### src/rtl/addsub_acc.sv
// Registered add/subtract/accumulate unit with carry/overflow/zero flags and optional signed saturation; latency 1.
// Single output stage: in_ready = !out_valid || out_ready, so it sustains 1 op/cycle and stalls while the consumer holds off.
module addsub_acc #(
    parameter int DW = 8
) (
    input  logic          clk,
    input  logic          reset,
    input  logic          in_valid,
    output logic          in_ready,
    input  logic [DW-1:0] dataa,
    input  logic [DW-1:0] datab,
    input  logic [1:0]    op,
    input  logic          sat_en,
    output logic          out_valid,
    input  logic          out_ready,
    output logic [DW-1:0] result,
    output logic          carry,
    output logic          ovf,
    output logic          zero,
    output logic          ovf_sticky,
    output logic [DW-1:0] acc
);

    localparam logic [1:0] OP_SUB  = 2'b00;
    localparam logic [1:0] OP_ADD  = 2'b01;
    localparam logic [1:0] OP_ACC  = 2'b10;
    localparam logic [1:0] OP_LOAD = 2'b11;

    localparam logic [DW-1:0] POS_MAX = {1'b0, {(DW-1){1'b1}}};
    localparam logic [DW-1:0] NEG_MAX = {1'b1, {(DW-1){1'b0}}};

    logic          accept;
    logic [DW:0]   sum;
    logic          nxt_carry;
    logic          nxt_ovf;
    logic [DW-1:0] nxt_res;
    logic          lhs_neg;

    assign in_ready = !out_valid || out_ready;
    assign accept   = in_valid && in_ready;

    always_comb begin
        sum       = '0;
        nxt_carry = 1'b0;
        nxt_ovf   = 1'b0;
        lhs_neg   = dataa[DW-1];
        case (op)
            OP_SUB: begin
                sum       = {1'b0, dataa} + {1'b0, ~datab} + {{DW{1'b0}}, 1'b1};
                nxt_carry = sum[DW];
                nxt_ovf   = (dataa[DW-1] != datab[DW-1]) && (sum[DW-1] != dataa[DW-1]);
            end
            OP_ADD: begin
                sum       = {1'b0, dataa} + {1'b0, datab};
                nxt_carry = sum[DW];
                nxt_ovf   = (dataa[DW-1] == datab[DW-1]) && (sum[DW-1] != dataa[DW-1]);
            end
            OP_ACC: begin
                sum       = {1'b0, acc} + {1'b0, dataa};
                nxt_carry = sum[DW];
                nxt_ovf   = (acc[DW-1] == dataa[DW-1]) && (sum[DW-1] != acc[DW-1]);
                lhs_neg   = acc[DW-1];
            end
            default: begin
                sum = {1'b0, dataa};
            end
        endcase
        // On overflow the true value's sign is that of the left-hand operand.
        if (sat_en && nxt_ovf)
            nxt_res = lhs_neg ? NEG_MAX : POS_MAX;
        else
            nxt_res = sum[DW-1:0];
    end

    always_ff @(posedge clk or posedge reset) begin
        if (reset) begin
            out_valid  <= 1'b0;
            result     <= '0;
            carry      <= 1'b0;
            ovf        <= 1'b0;
            zero       <= 1'b0;
            ovf_sticky <= 1'b0;
            acc        <= '0;
        end else if (accept) begin
            out_valid <= 1'b1;
            result    <= nxt_res;
            carry     <= nxt_carry;
            ovf       <= nxt_ovf;
            zero      <= (nxt_res == '0);
            if (op == OP_LOAD) begin
                acc        <= dataa;
                ovf_sticky <= 1'b0;
            end else begin
                ovf_sticky <= ovf_sticky | nxt_ovf;
                if (op == OP_ACC)
                    acc <= nxt_res;
            end
        end else if (out_ready) begin
            out_valid <= 1'b0;
        end
    end

endmodule

### config.mk
export PLATFORM = sky130hd
export DESIGN_NAME = addsub_acc
export DESIGN_NICKNAME = d
export VERILOG_FILES = /design/src/rtl/addsub_acc.sv
export SDC_FILE = /design/constraint.sdc
export NUM_CORES = 1
export LEC_CHECK = 0
export CORE_MARGIN = 2
export CORE_UTILIZATION = 34
export CTS_BUF_LIST = sky130_fd_sc_hd__clkbuf_4 sky130_fd_sc_hd__clkbuf_8
export DETAILED_ROUTE_END_ITERATION = 8
export PLACE_DENSITY = 0.59
export SETUP_SLACK_MARGIN = 0.05
export SKIP_CTS_REPAIR_TIMING = 1
export SYNTH_ARGS = -nofsm -noshare
export SYNTH_HDL_FRONTEND = slang
export SYNTH_SLANG_ARGS = --single-unit
### constraint.sdc
create_clock -name clk -period 3.1 [get_ports clk]
set_clock_uncertainty 0.1 [all_clocks]
set_input_delay 0.31 -clock clk [delete_from_list [all_inputs] [get_ports clk]]
set_output_delay 0.31 -clock clk [all_outputs]
set_load 0.005 [all_outputs]
Word-level counts from Yosys, hierarchy flattened

Index checks and enable logic that the tools add are counted.

Input port bits: 23
Logic and storage cells: 45
Register bits: 21

Eq/ne operators: 9
Bitwise gates (word level): 2
Muxes and demuxes: 11
Add/sub/neg operators: 4
Reduce and logical (&&, ||, !) cells: 12

Operators by type and width:

| operator                                                        | number |
|---|---|
| 8-bit 2-to-1 mux                                                | 4 |
| 8-bit by 8-bit adder with 9-bit output                          | 3 |
| 8-bit one-hot mux with 3 select lines                           | 1 |
| 9-bit by 1-bit adder with 9-bit output, second input constant   | 1 |
| 8-bit zero test                                                 | 1 |
| 8-bit NOT                                                       | 1 |
| 1-bit one-hot mux with 3 select lines                           | 2 |
| 1-bit logical AND                                               | 5 |
| 2-bit == test, second input constant                            | 2 |
| 1-bit 2-to-1 mux                                                | 4 |
| 1-bit != test                                                   | 4 |
| 2-bit nonzero test                                              | 2 |
| 1-bit == test                                                   | 2 |
| 2-bit by 1-bit == test with 1-bit output, second input constant | 1 |
| 2-bit zero test                                                 | 1 |
| 2-bit AND reduction                                             | 1 |
| 1-bit zero test                                                 | 1 |
| 1-bit logical OR                                                | 1 |
| 1-bit OR                                                        | 1 |

Logic depth before layout (Yosys ltp)

Word-level depth: 10
Gate-level depth with buffers: 11
Depth with buffers taken out: 10

Least setup slack after synthesis

Ideal clock, no wire load.

Path type: input -> register
Start: input dataa[0]
End: register zero
Library setup time: 0.104 ns
Buffers on the path: 0
Cell stages on the path: 10
Slack: 0.366 ns
Required time: 2.896 ns
Arrival: 2.530 ns
Cells stage by stage: ha_1 inv_1 fa_1 or2_2 a221oi_1 mux2i_1 o22ai_1 a211o_1 or2_1 o41ai_2

Cells in the longest elaborated chain, start to end: 8
Elaborated cells between the ends (all ways): 15

Ends and longest elaborated chain:

| what                                   | RTL line | text |
|---|---|---|
| start, declared                        | 10       | `input logic [DW-1:0] dataa,` |
| 8-bit by 8-bit adder with 9-bit output | 49       | `sum = {1'b0, dataa} + {1'b0, ~datab} + {{DW{1'b0}}, 1'b1};` |
| 9-bit by 1-bit adder with 9-bit output | 49       |  |
| 1-bit != test                          | 51       | `nxt_ovf = (dataa[DW-1] != datab[DW-1]) && (sum[DW-1] != dataa[DW-1]);` |
| 1-bit logical AND                      | 51       |  |
| 1-bit one-hot mux with 3 select lines  | 47       | `case (op)` |
| 1-bit logical AND                      | 69       | `if (sat_en && nxt_ovf)` |
| 8-bit 2-to-1 mux (*)                   | 69       |  |
| 8-bit zero test (*)                    | 89       | `zero <= (nxt_res == '0);` |
| end signal, assigned                   | 89       |  |
| end, declared                          | 19       | `output logic zero,` |

Mark *: on every way between the ends. The rest lies on a longest branch, timed or not.
A chain may end at the register's enable or synchronous reset.

Worst setup path in the final report

Start: input dataa[1]
End: register zero

Same word-level chain as after synthesis.

==> impl_results.md <==
- Post-route DRC violation count: 0
- Worst-Skew Late Latency: 260 ps
- Cell count after synthesis: 317
- Final Hold Viols: 0
- Routed len/inst: 15.2 µm
- Util after Layout: 0.485
- Post-Syn Area: between 2000 and 3000 µm²
- Syn Area/Cell: about 8.0 µm²
- Initial Util: 0.351
- DP HPWL: just over 6000 µm
- Post-detailed-route count of antenna-violating nets: 0
- CTS buffer count: 3
- Async S/R FF share, synth: 1.00
- Crit path cell chain: clkdlybuf4s50_1 > buf_4 > ha_1 > nand2b_1 > a211oi_4 > buf_4 > a21oi_1 > o21ai_0 > xnor2_1 > a211o_1 > o41ai_2
- Syn Nets: 367
- Leak: around 1.6 nW
- GR Overflow Total: 0
- Max-cap viol count: 0
- Design area: 3520 µm²
- Die area: between 8000 and 9000 µm²
- N_diodes: 0
- CP Class: in -> reg
- Clock Path Buffers: 2
- Clock-pin slew on the worst setup and hold paths: approximately 70 ps
- Root buf cell: clkbuf_8
- Initial DRC Count: 135
- Vias in the first global route: 2632
- CTS tree: yes
- Yosys warns: 0
- Via Count: between 2000 and 3000
- Hold WS: about 390 ps
- Setup TNS: 0 ps
- Final GP Congestion: ~0.85
- CP Max Fanout: 4
- FF+latch count, synth: 21
- CORE AREA: a little over 7000 µm²
- Final Power: between 1 and 1.5 mW
- Tmin final: about 2900 ps
- Relative slew slack: 0.452
- Crit-path slowest cell: clkdlybuf4s50_1
- Initial antenna violation count: 0
- DRT Wirelength: 7640 µm
- PD cells: ~400 nW/µm²
- Layout Nets: approximately 460
- RSZ-0062 raised after global routing: false
- First-pass DRT Iterations: 4
- Drt via density: approximately 5.2
- Layout area overhead: 38.1%
- IO buf count: 44
- Delay-heaviest family, CP: compound AO/OA/AOI/OAI gates
- Fraction of layout cells with a size suffix above 1: 0.200
- Worst setup EP type: register
- Register area share after synthesis: 0.206
- IO Pins: 45
- CTS HTree Levels: 1
- Sink Count: 21
- Most used cell, CP: buf_4
- CP bufs+invs: 3
- Number of synthesized flops with an enable pin: 0
- Total GRT Usage: 0.187
- Max Freq: approximately 0.34 GHz
- Predominant post-synthesis flop cell: dfrtp_1
- Dpl cell area: around 3400 µm²
- Max IR drop VDD: just under 300 µV
- Row Count: 31
- Chip Height: 90.6 µm
- Required time worst endpoint: 3160 ps
- Hold Crit Class: reg -> reg
- Outcome: finished clean
- Largest stage delay, worst path: 420 ps
- Slew Viols, Final: 0
- Largest net degree at the start of global routing: 22
- Worst slew pin tran: 821 ps
- Worst setup SP type: input port
- Die Wd: approximately 90 µm
- Final setup fails: 0
- First-pass GRT wire length: between 10000 and 15000 µm
- Data arrival, critical path: between 2000 and 3000 ps
- Final period util: 0.938
- Unique masters post-synth: 65
cell families (layout without fill, tap and decap cells):
family                   count (synthesis)  in the layout  share of synthesized area
AO/OA/AOI/OAI                          108            108                      0.292
AND/OR/NAND/NOR                        103            103                      0.214
buffers and inverters                   38            126                     0.0643
adder cells (fa/ha/maj)                 27             27                      0.141
flip-flops                              21             21                      0.206
multiplexers                            13             13                     0.0584
XOR/XNOR                                 7              7                     0.0241
cell type report:
type,instances,area [µm²]
inverters,23,86.3
clock buffers,4,48.8
fillers,705,3730
well taps,99,124
flip-flops and latches,21,526
repair buffers,99,858
multi-input cells,258,1880
routing by layer:
metal | vias up | routed length [µm] | GRT usage
met3 | 12 | 306 | 0.0192
li1 | 1329 | - | -
met2 | 62 | 3480 | 0.306
met1 | 1238 | 3760 | 0.263
met4 | 0 | 98 | 0.0474
met5 | - | 0 | 0
synthesized netlist by cell type (4+ instances only):
master,count,area (µm²)
nor2b_1,8,50.1
a211oi_1,5,37.5
a211o_1,4,35.0
ha_1,24,300
a21o_1,5,37.5
clkbuf_1,9,33.8
o21ai_0,21,105
nand2b_1,7,43.8
xnor2_1,6,52.6
a21oi_1,24,120
mux2i_1,7,70.1
nand2_1,25,93.8
nor3_1,5,25.0
inv_1,23,86.3
o21ai_1,6,30.0
and3_1,6,37.5
nor3b_1,5,37.5
a31oi_1,4,25.0
dfrtp_1,21,526
nor2_1,22,82.6
nand3b_1,4,30.0
nand3_1,7,35.0
cell usage in the layout (no fill, tap or decap), drive strengths merged, types with 4 or more instances in the layout:
cell type	n
buf	55
clkdlybuf4s50	42
o21ai	27
nand2	25
a21oi	25
ha	24
inv	23
nor2	23
dfrtp	21
nor2b	9
nand2b	8
nand3	8
a211oi	8
mux2i	7
and3	6
xnor2	6
nor3	5
nor3b	5
a21o	5
mux2	5
nand3b	4
a211o	4
a31oi	4
or2	4
clkbuf	4
o311ai	4
flip-flops by register name, summed over array words and instances (netlist names):
| name | flops |
|---|---|
| acc | 8 |
| zero | 1 |
| ovf | 1 |
| ovf_sticky | 1 |
| out_valid | 1 |
| carry | 1 |
| result | 8 |
power breakdown:
part | total [mW] | switching, mW | leakage (nW) | internal, mW
Combinational | 0.838 | 0.389 | 1.29 | 0.449
Clock | 0.186 | 0.0859 | 0.0262 | 0.100
Sequential | 0.382 | 0.0479 | 0.257 | 0.334
Total | 1.41 | 0.523 | 1.57 | 0.884
through the flow:
| step | cells | worst slack, ps |
|---|---|---|
| floorplan | 317 | 366 |
| global placement | 499 | -314 |
| detailed placement | 499 | -350 |
| CTS | 503 | -108 |
| global route | 504 | 69.5 |
| finish | 504 | 192 |
final timing paths:
path / from / endpoint / slack [ps] / cells past startpoint
setup reg to reg: acc[7] / acc[4] / 470 / 8
max in group asynchronous: reset / carry / 1980 / 2
hold reg to reg: ovf / ovf / 390 / 1
min in group asynchronous: reset / result[3] / 410 / 2
setup / recovery: dataa[1] / zero / 190 / 11
hold / removal: ovf / ovf / 390 / 1
worst register-to-register path, stage by stage, from the launching register on:
cell and delay, ps:
dfrtp_1 470, ha_1 360, nor3b_1 330, and3_1 210, nand3_1 110, a31oi_1 190
a31o_2 230, mux2_2 370, o221ai_1 180
Note: power is estimated with default switching activity, not from simulation.
